--- config.mk ---
export PLATFORM = sky130hd
export DESIGN_NAME = rptr_handler_fwft
export DESIGN_NICKNAME = d
export VERILOG_FILES = /design/src/rtl/rptr_handler_fwft.sv
export SDC_FILE = /design/constraint.sdc
export NUM_CORES = 1
export LEC_CHECK = 0
export ABC_AREA = 1
export BUFFER_PORTS_ARGS = -buffer_cell sky130_fd_sc_hd__buf_2
export CAP_MARGIN = 20
export CORE_MARGIN = 5
export CORE_UTILIZATION = 55
export DETAILED_ROUTE_END_ITERATION = 10
export PLACE_DENSITY = 0.82
export SETUP_SLACK_MARGIN = 0.05
export SLEW_MARGIN = 15
export SYNTH_ARGS = -nofsm -noshare
export SYNTH_HDL_FRONTEND = slang
export SYNTH_SLANG_ARGS = --single-unit
--- constraint.sdc ---
create_clock -name rclk -period 7.5 [get_ports rclk]
set_clock_uncertainty 0.2 [all_clocks]
set_input_delay 1.875 -clock rclk [delete_from_list [all_inputs] [get_ports rclk]]
set_output_delay 1.875 -clock rclk [all_outputs]
set_load 0.02 [all_outputs]
--- src/rtl/rptr_handler_fwft.sv ---
// Read-side pointer handler for an async FIFO with first-word-fall-through
// output. It fetches words from the memory ahead of the consumer into a
// 2-entry skid buffer, so the head word is presented on dout and popped with
// dout_ready. It also maintains the binary/Gray read pointers, the empty flag,
// the read level and the almost-empty flag.
module rptr_handler_fwft #(
  parameter int PTR_WIDTH  = 5,
  parameter int DATA_WIDTH = 8,
  parameter int AE_THRESH  = 4
) (
  input  logic                  rclk,
  input  logic                  rrst_n,
  input  logic [PTR_WIDTH:0]    g_wptr_sync,
  input  logic [DATA_WIDTH-1:0] mem_rdata,
  input  logic                  dout_ready,
  output logic                  mem_rd_en,
  output logic [PTR_WIDTH-1:0]  raddr,
  output logic [PTR_WIDTH:0]    b_rptr,
  output logic [PTR_WIDTH:0]    g_rptr,
  output logic                  empty,
  output logic [DATA_WIDTH-1:0] dout,
  output logic                  dout_valid,
  output logic [PTR_WIDTH:0]    rd_level,
  output logic                  almost_empty
);

  localparam logic [PTR_WIDTH:0] AE_LVL = (PTR_WIDTH + 1)'(AE_THRESH);

  logic [PTR_WIDTH:0]    b_rptr_next;
  logic [PTR_WIDTH:0]    g_rptr_next;
  logic [PTR_WIDTH:0]    b_wptr_sync;
  logic [PTR_WIDTH:0]    level_next;
  logic                  inflight;
  logic                  pop;
  logic [2:0]            occ;
  logic [1:0]            buf_cnt;
  logic [1:0]            buf_cnt_next;
  logic [DATA_WIDTH-1:0] tail_q;
  logic [DATA_WIDTH-1:0] head_next;
  logic [DATA_WIDTH-1:0] tail_next;

  assign raddr = b_rptr[PTR_WIDTH-1:0];

  // Fetch only while the buffer plus the in-flight word, after this cycle's
  // pop, leaves room, so the skid buffer can never overflow.
  always_comb begin
    // NOTE: combinational blocks use blocking '=' and assign every output a
    // default first, so each path drives each signal and no latch is inferred.
    pop       = dout_valid & dout_ready;
    occ       = {1'b0, buf_cnt} + {2'b00, inflight} - {2'b00, pop};
    mem_rd_en = !empty && (occ < 3'd2);
  end

  // Next read pointers (binary and Gray) and the level they leave behind.
  always_comb begin
    b_rptr_next = b_rptr + {{PTR_WIDTH{1'b0}}, mem_rd_en};
    g_rptr_next = (b_rptr_next >> 1) ^ b_rptr_next;
    level_next  = b_wptr_sync - b_rptr_next;
  end

  // Gray-to-binary: each binary bit is the XOR of its Gray bit and all above.
  always_comb begin
    b_wptr_sync = '0;
    for (int i = 0; i <= PTR_WIDTH; i++) begin
      b_wptr_sync[i] = ^(g_wptr_sync >> i);
    end
  end

  // Skid-buffer next state: pop shifts the tail into the head, and the
  // arriving word lands in the first free slot after the pop, keeping order.
  always_comb begin
    buf_cnt_next = buf_cnt + {1'b0, inflight} - {1'b0, pop};
    head_next    = dout;
    tail_next    = tail_q;
    if (pop) begin
      head_next = tail_q;
    end
    if (inflight) begin
      if ((buf_cnt - {1'b0, pop}) == 2'd0) begin
        head_next = mem_rdata;
      end else begin
        tail_next = mem_rdata;
      end
    end
  end

  // Pointer, status-flag and in-flight registers.
  always_ff @(posedge rclk or negedge rrst_n) begin
    // NOTE: sequential blocks use non-blocking '<=' so every register samples
    // the pre-edge values regardless of statement order.
    if (!rrst_n) begin
      b_rptr       <= '0;
      g_rptr       <= '0;
      empty        <= 1'b1;
      rd_level     <= '0;
      almost_empty <= 1'b1;
      inflight     <= 1'b0;
    end else begin
      b_rptr       <= b_rptr_next;
      g_rptr       <= g_rptr_next;
      empty        <= (g_rptr_next == g_wptr_sync);
      rd_level     <= level_next;
      almost_empty <= (level_next <= AE_LVL);
      inflight     <= mem_rd_en;
    end
  end

  // Skid-buffer storage; dout is the head entry itself.
  always_ff @(posedge rclk or negedge rrst_n) begin
    // NOTE: the buffer data is reset too, so no stale word is visible on
    // dout after a mid-stream reset; it is only two words, so this is cheap.
    if (!rrst_n) begin
      buf_cnt    <= '0;
      dout       <= '0;
      tail_q     <= '0;
      dout_valid <= 1'b0;
    end else begin
      buf_cnt    <= buf_cnt_next;
      dout       <= head_next;
      tail_q     <= tail_next;
      dout_valid <= (buf_cnt_next != 2'd0);
    end
  end

endmodule

==> results of run 1 <==
-- synth_stat cells, drive strengths merged --
cell type / n / area, µm²
mux2: 8 / 90.09
nand4: 2 / 18.77
a211oi: 1 / 7.510
clkinv: 1 / 5.000
nand2: 68 / 327.8
dfstp: 2 / 52.55
ha: 7 / 87.58
xor2: 11 / 96.34
xnor2: 4 / 50.05
buf: 9 / 67.56
dfrtp: 37 / 925.9
or2: 1 / 6.260
a31oi: 8 / 50.05
nand3: 15 / 87.59
a21o: 1 / 7.510
a21oi: 1 / 8.760
o21ai: 3 / 37.53
fa: 2 / 40.04
nor2: 18 / 80.07
inv: 29 / 111.4
-- through the flow --
step                hold WS (ns)  power, mW  setup slack, ns
CTS                       0.3137      1.397            1.365
detailed placement        0.2964      1.249            1.461
floorplan                 0.2800      1.066            1.629
global placement          0.2906      1.224            1.597
global route              0.3297      1.517            1.171
finish                    0.3125      1.377            1.376
-- worst max-delay path, delay by kind of cell --
kind	cells	cell delay, ns
fa+ha+maj	2	0.69
compound gates	2	0.54
simple gates	3	0.37
buf+inv	4	0.57
-- cell families (layout without fill, tap and decap cells) --
family / Yosys count / count (layout) / share of synthesized area (%)
simple gates: 104 / 104 / 24.12
flops: 39 / 39 / 45.33
buf+inv: 39 / 89 / 8.521
xor+xnor: 15 / 15 / 6.783
compound gates: 14 / 14 / 5.160
fa+ha+maj: 9 / 9 / 5.913
mux: 8 / 8 / 4.174
-- worst max path at each step --
stage,from,to
after detailed placement,dout_ready,mem_rd_en
after CTS,dout_ready,mem_rd_en
after global routing,dout_ready,mem_rd_en
final,dout_ready,mem_rd_en
after global placement,dout_ready,mem_rd_en
after floorplan,dout_ready,mem_rd_en
-- power groups by stage --
stage	sequential (mW)	clock (mW)	combinational, mW
after floorplan	0.479	0	0.587
after global placement	0.398	0	0.826
after detailed placement	0.400	0	0.849
after CTS	0.397	0.141	0.858
after global routing	0.412	0.151	0.954
final	0.397	0.136	0.844
-- area by class of cell --
class / count / area [µm²] / area share, %
multi-input cells: 150 / 996.0 / 40.00
inverters: 30 / 116.4 / 4.673
repair buffers: 51 / 255.2 / 10.25
well taps: 48 / 60.06 / 2.412
flip-flops and latches: 39 / 978.4 / 39.30
clock inverters: 3 / 15.01 / 0.6030
clock buffers: 5 / 68.82 / 2.764
-- flip-flops by register name, indices dropped and copies added (netlist names) --
name          count
dout_valid        1
empty             1
tail_q            8
rd_level          6
buf_cnt           2
g_rptr            5
almost_empty      1
b_rptr            6
inflight          1
dout              8
-- routing by layer --
metal  vias up  share of wire [%]  wire length (µm)
met1       754                 40              1625
met3         7                8.0               329
met4         0                1.5                62
met2        52                 51              2071
li1        806                  -                 -
met5         -                  0                 0
==> results.sh, run 1 <==
export IMPL_outcome="completed"
export IMPL_dieArea_mm2=0.005277
export IMPL_hold_path_cell_count=1
export IMPL_tritoncts="yes"
export IMPL_synth_lib_cells_used_distinct=30
export IMPL_placementRows=22
export IMPL_syn_area_per_cell_um2=9.466
export IMPL_grt_met3_usage_pct=4.959
export IMPL_antenna_found_initial=0
export IMPL_power_per_cell_area_mw_per_mm2=553.1
export IMPL_share_of_final_layout_standard_cells_stronger_than_drive_strength_1_pct=38.13
export IMPL_floorplan_initialDensity_pct=57.65
export IMPL_max_cap_violations=0
export IMPL_worst_path_most_repeated_cell="buf_2"
export IMPL_ys_ff_latch=39
export IMPL_rr_startpoint="dout_valid"
export IMPL_setup_tns_final_ns=0
export IMPL_reg2reg_setup_slack_ns=3.32
export IMPL_p_leak_nw=1.345
export IMPL_dpl_cell_count=318
export IMPL_critical_path_peak_fanout=10
export IMPL_finalCriticalPeriod_ns=6.124
export IMPL_count_of_endpoints_failing_hold_in_the_final_timing_report=0
export IMPL_timing_slew_headroom_pct=43.20
export IMPL_mappedNetlistNets=254
export IMPL_combPwrFrac_pct=61.3
export IMPL_cts_resized=0
export IMPL_fmaxAchievable_mhz=163.3
export IMPL_swShare_pct=48.29
export IMPL_drtIter0Drc=60
export IMPL_final_instance_count_excl_fill=326
export IMPL_vias=1619
export IMPL_antenna_violating_nets_post_route=0
export IMPL_post_route_util_pct=66.51
export IMPL_most_used_cells_in_the_layout_excluding_fill_and_tap_cells="51 x buf_2, 47 x nand2_1, 37 x dfrtp_1, 25 x inv_1, 17 x nand2_2"
export IMPL_tritoncts_num_sinks=39
export IMPL_fp_dieW_um=72.65
export IMPL_cts_hold_buf=0
export IMPL_timing_critical_path_slowest_stage_cell="fa_1"
export IMPL_switching_power_total_uw=664.9
export IMPL_worst_r2r_endpoint="almost_empty"
export IMPL_internal_power_uw=712.2
export IMPL_cts_max_path_buffers=2
export IMPL_detailedRoute_firstPassIterationCount=4
export IMPL_timing_critical_path_arrival_ns=4.05
export IMPL_port_buffers=51
export IMPL_worst_setup_hold_path_clk_slew_ns=0.08
export IMPL_cts_max_level=2
export IMPL_rr_worst_depth=23
export IMPL_nNetsFinal=303
export IMPL_critical_path_required_ns=5.43
export IMPL_setup_worst_path_class="primary input to output port"
export IMPL_final_min_period_over_clock_period_pct=81.65
export IMPL_final_common_cell="buf_2"
export IMPL_post_dp_area_mm2=0.002406
export IMPL_report_final_setup_viol=0
export IMPL_n_antenna_cell=0
export IMPL_grt_overflow_total=0
export IMPL_global_route_usage_met1_pct=21.18
export IMPL_setup_bufs_post_cts=0
export IMPL_final_max_slew_violation_count=0
export IMPL_place_hpwl_mm=3.164
export IMPL_grt_first_pass_wirelength_mm=7.176
export IMPL_largest_net_degree_at_the_start_of_global_routing=40
export IMPL_num_fill_cells=321
export IMPL_worstHoldPathType="register to register"
export IMPL_ir_drop_v=0.0002684
export IMPL_area_delta_synth_final_pct=15.36
export IMPL_ios=52
export IMPL_gr_usage_met2_pct=29.66
export IMPL_postRouteWirelength_mm=4.088
export IMPL_sequentialPowerShare_pct=28.8
export IMPL_min_from="tail_q[1]"
export IMPL_numCtsBuffers=5
export IMPL_hold_path_endpoint="tail_q[1]"
export IMPL_insertion_delay_ns=0.29
export IMPL_fin_area_mm2=0.002490
export IMPL_sequential_cell_area_fraction_in_the_yosys_report_pct=45.33
export IMPL_netlist_area_mm2=0.002158
export IMPL_cell_by_cell_listing_of_the_critical_path="buf_2, nand2_4, nor2_4, inv_2, nand2_2, ha_1, inv_1, fa_1, o21ai_0, a211oi_1, buf_2"
export IMPL_clockRootBuffer="clkbuf_8"
export IMPL_ys_warn_count=0
export IMPL_synthesis_instances=228
export IMPL_end_kind="output port"
export IMPL_wl_per_cell_um=12.54
export IMPL_track_usage_pct=17.39
export IMPL_power_clock_fraction_pct=9.9
export IMPL_setup_repair_after_global_routing_missed_its_margin="no"
export IMPL_top_usage_layer="met2"
export IMPL_worst_pin_slew_ns=0.8521
export IMPL_critical_path_max_stage_delay_ns=0.52
export IMPL_drc_violations_left=0
export IMPL_fp_dieH_um=72.65
export IMPL_via_count_of_the_first_global_routing_pass=1580
export IMPL_gp_congestion=0.8400
export IMPL_worstSetupStartpointType="primary input"
export IMPL_core_area_mm2=0.003744
export IMPL_via_per_inst=4.966
Power figures use the tool's default switching activity.
==> run 2, diff against run 1 <==
CORE_UTILIZATION = 48   (was 55)
PLACE_DENSITY = 0.76   (was 0.82)
clock period = 5.57 ns   (was 7.5 ns; I/O delays follow)
==> run 2 against run 1 <==
Final area is 0.25% higher. Register-to-register slack got worse by 1.8 ns. Final cell count rose by 1.2%. Count of clock-buffer cells in the layout up 1.
==> results.sh, run 2 (same netlist as run 1, synthesis figures left out) <==
export IMPL_n_antenna_cell=0
export IMPL_most_used_cells_in_the_layout_excluding_fill_and_tap_cells="51 x buf_2, 47 x nand2_1, 37 x dfrtp_1, 25 x inv_1, 17 x nand2_2"
export IMPL_gp_congestion=0.8903
export IMPL_end_kind="output port"
export IMPL_setup_bufs_post_cts=0
export IMPL_track_usage_pct=15.00
export IMPL_p_total_mw=1.838
export IMPL_max_cap_violations=0
export IMPL_placementRows=24
export IMPL_numCtsBuffers=5
export IMPL_wl_per_cell_um=12.25
export IMPL_nNetsFinal=303
export IMPL_cts_max_level=2
export IMPL_timing_critical_path_arrival_ns=3.43
export IMPL_cts_hold_buf=0
export IMPL_fp_dieW_um=77.06
export IMPL_num_fill_cells=412
export IMPL_drc_violations_left=0
export IMPL_worstSetupStartpointType="primary input"
export IMPL_fmaxAchievable_mhz=199.2
export IMPL_critical_path_required_ns=3.98
export IMPL_report_final_setup_viol=0
export IMPL_worst_pin_slew_ns=0.8507
export IMPL_final_max_slew_violation_count=0
export IMPL_dieArea_mm2=0.005937
export IMPL_worstHoldPathType="register to register"
export IMPL_floorplan_initialDensity_pct=49.57
export IMPL_timing_slew_headroom_pct=43.29
export IMPL_critical_path_peak_fanout=10
export IMPL_vias=1581
export IMPL_port_buffers=51
export IMPL_final_common_cell="buf_2"
export IMPL_count_of_endpoints_failing_hold_in_the_final_timing_report=0
export IMPL_antenna_violating_nets_post_route=0
export IMPL_detailedRoute_firstPassIterationCount=4
export IMPL_place_hpwl_mm=3.145
export IMPL_power_per_cell_area_mw_per_mm2=736.4
export IMPL_p_leak_nw=1.339
export IMPL_via_per_inst=4.791
export IMPL_grt_first_pass_wirelength_mm=7.210
export IMPL_setup_worst_path_class="primary input to output port"
export IMPL_antenna_found_initial=0
export IMPL_via_count_of_the_first_global_routing_pass=1597
export IMPL_tritoncts_num_sinks=39
export IMPL_finalCriticalPeriod_ns=5.020
export IMPL_reg_top3="dout x8, tail_q x8"
export IMPL_cts_resized=0
export IMPL_worst_setup_hold_path_clk_slew_ns=0.07
export IMPL_ir_drop_v=0.0003242
export IMPL_postRouteWirelength_mm=4.041
export IMPL_grt_overflow_total=0
export IMPL_clockRootBuffer="clkbuf_8"
export IMPL_dpl_worst_slack_ns=0.5310
export IMPL_area_delta_synth_final_pct=15.65
export IMPL_cts_max_path_buffers=2
export IMPL_insertion_delay_ns=0.29
export IMPL_final_setup_worst_slack_ns=0.5503
export IMPL_area_of_the_multi_input_gates_um2=996.0
export IMPL_final_min_period_over_clock_period_pct=90.12
export IMPL_drtIter0Drc=55
export IMPL_core_area_mm2=0.004354
export IMPL_tritoncts="yes"
export IMPL_setup_tns_final_ns=0
export IMPL_setup_repair_after_global_routing_missed_its_margin="no"
export IMPL_outcome="completed"
export IMPL_ios=52
export IMPL_largest_net_degree_at_the_start_of_global_routing=40
export IMPL_regArea_um2=978.4
export IMPL_fp_dieH_um=77.06
export IMPL_share_of_final_layout_standard_cells_stronger_than_drive_strength_1_pct=37.77
## run 2: cell count changes in the layout (fill, tap and decap cells not counted), sizes merged
cell,delta
clkinv,-2
clkbuf,+1
clkinvlp,+1
## run 2: critical path, cell delays in order
cell and delay (ns):
buf_2 0.19, nand2_4 0.13, nor2_4 0.13, inv_2 0.05
nand2_2 0.09, ha_1 0.15, inv_1 0.05, fa_1 0.52
o21ai_0 0.08, a211oi_1 0.38, buf_2 0.25
## run 2: routing by layer
layer,share of wire (%),vias to the layer above,routed length [µm],global-route usage [%]
li1,-,803,-,-
met1,43,729,1729,18.35
met2,48,45,1936,24.02
met3,8.2,4,330,5.855
met4,1.1,0,46,5.326
met5,0,-,0,0
## run 2: power breakdown
| part | switching (mW) | internal, mW |
|---|---|---|
| clock network | 0.0968 | 0.0874 |
| registers | 0.0938 | 0.439 |
| logic | 0.690 | 0.432 |
| total | 0.880 | 0.958 |
## run 2: final timing paths
| check | end | slack [ns] | cells after the start | from |
|---|---|---|---|---|
| worst max-delay path | mem_rd_en | 0.55 | 11 | dout_ready |
| worst min-delay path | tail_q[1] | 0.31 | 1 | tail_q[1] |
| max in group asynchronous | rd_level[2] | 3.63 | 1 | rrst_n |
| min in group asynchronous | tail_q[3] | 1.00 | 1 | rrst_n |
| worst min register to register | tail_q[1] | 0.31 | 1 | tail_q[1] |
| worst max register to register | almost_empty | 1.56 | 23 | dout_valid |
## run 2: layout make-up
type	instances	area share, %
Multi-Input combinational cell	150	39.90
Sequential cell	39	39.20
Timing Repair Buffer	51	10.23
Inverter	30	4.662
Clock buffer	6	2.907
Tap cell	52	2.607
Clock inverter	2	0.5013
## run 2: stage by stage
| stage | instances | area [µm²] | util (%) | hold WS, ns |
|---|---|---|---|---|
| floorplan | 228 | 2158 | - | 0.2800 |
| global placement | 322 | 2411 | 55.37 | 0.2887 |
| detailed placement | 322 | 2411 | 55.37 | 0.2986 |
| CTS | 330 | 2496 | 57.33 | 0.3158 |
| global route | 330 | 2496 | 57.33 | 0.3327 |
| finish | 330 | 2496 | 57.33 | 0.3117 |
==> run 3, diff against run 2 <==
CELL_PAD_IN_SITES_DETAIL_PLACEMENT = 0   (was not set)
CELL_PAD_IN_SITES_GLOBAL_PLACEMENT = 1   (was not set)
CORE_UTILIZATION = 36   (was 48)
PLACE_DENSITY = not set   (was 0.76)
PLACE_DENSITY_LB_ADDON = 0.1   (was not set)
REMOVE_ABC_BUFFERS = 1   (was not set)
==> run 3 against run 2 <==
Hold slack got worse by 0.0011 ns. Largest cell class unchanged. Sequential cell count unchanged. Register-to-register slack got worse by 0.04 ns. Combinational power about the same. Clock power increased by 52%. Count of clock-buffer cells in the layout unchanged. Total power increased by 5.4%. Sequential share of layout area decreased by 1.2 points. Setup slack got worse by 0.029 ns. Maximum frequency decreased by 0.58%. Via count decreased by 3.9%. Critical path type unchanged. Global-route usage decreased by 2.5 points.
==> results.sh, run 3 (same netlist as run 1, synthesis figures left out) <==
export IMPL_outcome="completed"
export IMPL_dpl_worst_slack_ns=0.4758
export IMPL_reg_top3="dout x8, tail_q x8"
export IMPL_setup_repair_after_global_routing_missed_its_margin="no"
export IMPL_placementRows=28
export IMPL_timing_slew_headroom_pct=40.86
export IMPL_final_min_period_over_clock_period_pct=90.64
export IMPL_cts_max_level=2
export IMPL_share_of_final_layout_standard_cells_stronger_than_drive_strength_1_pct=37.77
export IMPL_fp_dieW_um=87.43
export IMPL_hold_slack_ns=0.3107
export IMPL_track_usage_pct=12.48
export IMPL_post_route_util_pct=43.71
export IMPL_fmaxAchievable_mhz=198.1
export IMPL_num_fill_cells=595
export IMPL_met2WireLength_mm=2.041
export IMPL_drc_violations_left=0
export IMPL_worst_setup_hold_path_clk_slew_ns=0.08
export IMPL_power_clock_fraction_pct=14.4
export IMPL_cell_by_cell_listing_of_the_critical_path="buf_2, nand2_4, nor2_4, inv_2, nand2_2, ha_1, inv_1, fa_1, o21ai_0, a211oi_1, buf_2"
export IMPL_largest_net_degree_at_the_start_of_global_routing=40
export IMPL_report_final_setup_viol=0
export IMPL_wl_per_cell_um=12.12
export IMPL_dieArea_mm2=0.007644
export IMPL_top_layer="met4"
export IMPL_via_count_of_the_first_global_routing_pass=1545
export IMPL_critical_path_max_stage_delay_ns=0.52
export IMPL_ios=52
export IMPL_area_of_the_multi_input_gates_um2=996.0
export IMPL_nNetsFinal=303
export IMPL_n_antenna_cell=0
export IMPL_vias=1519
export IMPL_clockRootBuffer="clkbuf_8"
export IMPL_sequentialPowerShare_pct=27.5
export IMPL_end_kind="output port"
export IMPL_critical_path_peak_fanout=10
export IMPL_timing_critical_path_arrival_ns=3.46
export IMPL_cts_hold_buf=0
export IMPL_worst_path_most_repeated_cell="buf_2"
export IMPL_final_common_cell="buf_2"
export IMPL_antenna_violating_nets_post_route=0
export IMPL_setup_worst_path_class="primary input to output port"
export IMPL_most_used_cells_in_the_layout_excluding_fill_and_tap_cells="51 x buf_2, 47 x nand2_1, 37 x dfrtp_1, 25 x inv_1, 17 x nand2_2"
export IMPL_grt_first_pass_wirelength_mm=7.438
export IMPL_setup_bufs_post_cts=0
export IMPL_via_per_inst=4.303
export IMPL_worstHoldPathType="register to register"
export IMPL_gp_congestion=0.7825
export IMPL_count_of_endpoints_failing_hold_in_the_final_timing_report=0
export IMPL_ir_drop_v=0.0002686
export IMPL_internal_power_mw=1.051
export IMPL_setup_tns_final_ns=0
export IMPL_numCtsBuffers=5
export IMPL_critical_path_required_ns=3.98
export IMPL_tritoncts="yes"
export IMPL_cts_max_path_buffers=2
export IMPL_postRouteWirelength_mm=4.277
export IMPL_worstSetupStartpointType="primary input"
export IMPL_floorplan_initialDensity_pct=36.67
export IMPL_detail_route_wirelength_met1_mm=1.926
export IMPL_grt_overflow_total=0
export IMPL_fp_dieH_um=87.43
export IMPL_power_per_cell_area_mw_per_mm2=753.3
export IMPL_drtIter0Drc=45
export IMPL_regArea_um2=978.4
export IMPL_finalCriticalPeriod_ns=5.049
export IMPL_core_area_mm2=0.005886
export IMPL_swShare_pct=45.78
export IMPL_area_delta_synth_final_pct=19.19
export IMPL_dr_wl_met3_um=231
export IMPL_place_hpwl_mm=3.324
export IMPL_antenna_found_initial=0
export IMPL_final_max_slew_violation_count=0
export IMPL_detailedRoute_firstPassIterationCount=4
export IMPL_port_buffers=51
export IMPL_combPwrFrac_pct=58.1
export IMPL_p_leak_nw=1.363
export IMPL_tritoncts_num_sinks=39
export IMPL_worst_pin_slew_ns=0.8871
export IMPL_insertion_delay_ns=0.29
export IMPL_cts_resized=0
export IMPL_max_cap_violations=0
export IMPL_timing_critical_path_slowest_stage_cell="fa_1"
export IMPL_final_setup_worst_slack_ns=0.5211
export IMPL_switching_power_total_uw=887.2
-- run 3: cell types whose count changed in the layout (fill, tap and decap cells not counted) --
cell,delta
bufinv_16,+2
clkinv_2,-1
clkinvlp_4,-1
-- run 3: cell type report --
cell class | instances | share of cell area, %
Clock buffer | 6 | 2.821
Clock inverter | 2 | 2.335
Sequential cell | 39 | 38.03
Timing Repair Buffer | 51 | 9.922
Inverter | 30 | 4.523
Tap cell | 75 | 3.648
Multi-Input combinational cell | 150 | 38.72
-- run 3: final timing paths --
kind                       startpoint      endpoint  slack [ns]  depth (start not counted)
max                        dout_ready     mem_rd_en        0.52                         11
min                         tail_q[6]     tail_q[6]        0.31                          1
max reg2reg                dout_valid  almost_empty        1.52                         23
min reg2reg                 tail_q[6]     tail_q[6]        0.31                          1
max in group asynchronous      rrst_n       dout[1]        3.60                          1
min in group asynchronous      rrst_n       dout[7]        1.02                          1
-- run 3: per-layer routing --
metal  GRT usage (%)  up-vias
met5               0        -
met3           2.933        7
met2           20.62       34
met4           4.603        0
li1                -      808
met1           15.80      670
-- run 3: per-stage QoR --
| step | total power [mW] | cell area (µm²) | cells |
|---|---|---|---|
| 3_5_place_dp | 1.688 | 2440 | 345 |
| 3_3_place_gp | 1.686 | 2440 | 345 |
| 4_1_cts | 1.978 | 2572 | 353 |
| 5_1_grt | 2.141 | 2572 | 353 |
| 2_1_floorplan | 1.398 | 2091 | 219 |
| 6_report | 1.938 | 2572 | 353 |
-- run 3: power by group through the flow --
stage	Sequential, mW	Combinational, mW	Clock (mW)
2_1_floorplan	0.678	0.719	0
3_3_place_gp	0.542	1.14	0
3_5_place_dp	0.541	1.15	0
4_1_cts	0.536	1.15	0.290
5_1_grt	0.554	1.29	0.301
6_report	0.532	1.13	0.280
-- run 3: worst max-delay path, delay by kind of cell --
family	cells	cell delay (ns)
buffers and inverters	4	0.54
adders and majority gates	2	0.67
AOI/OAI and AO/OA	2	0.49
and+or+nand+nor	3	0.36
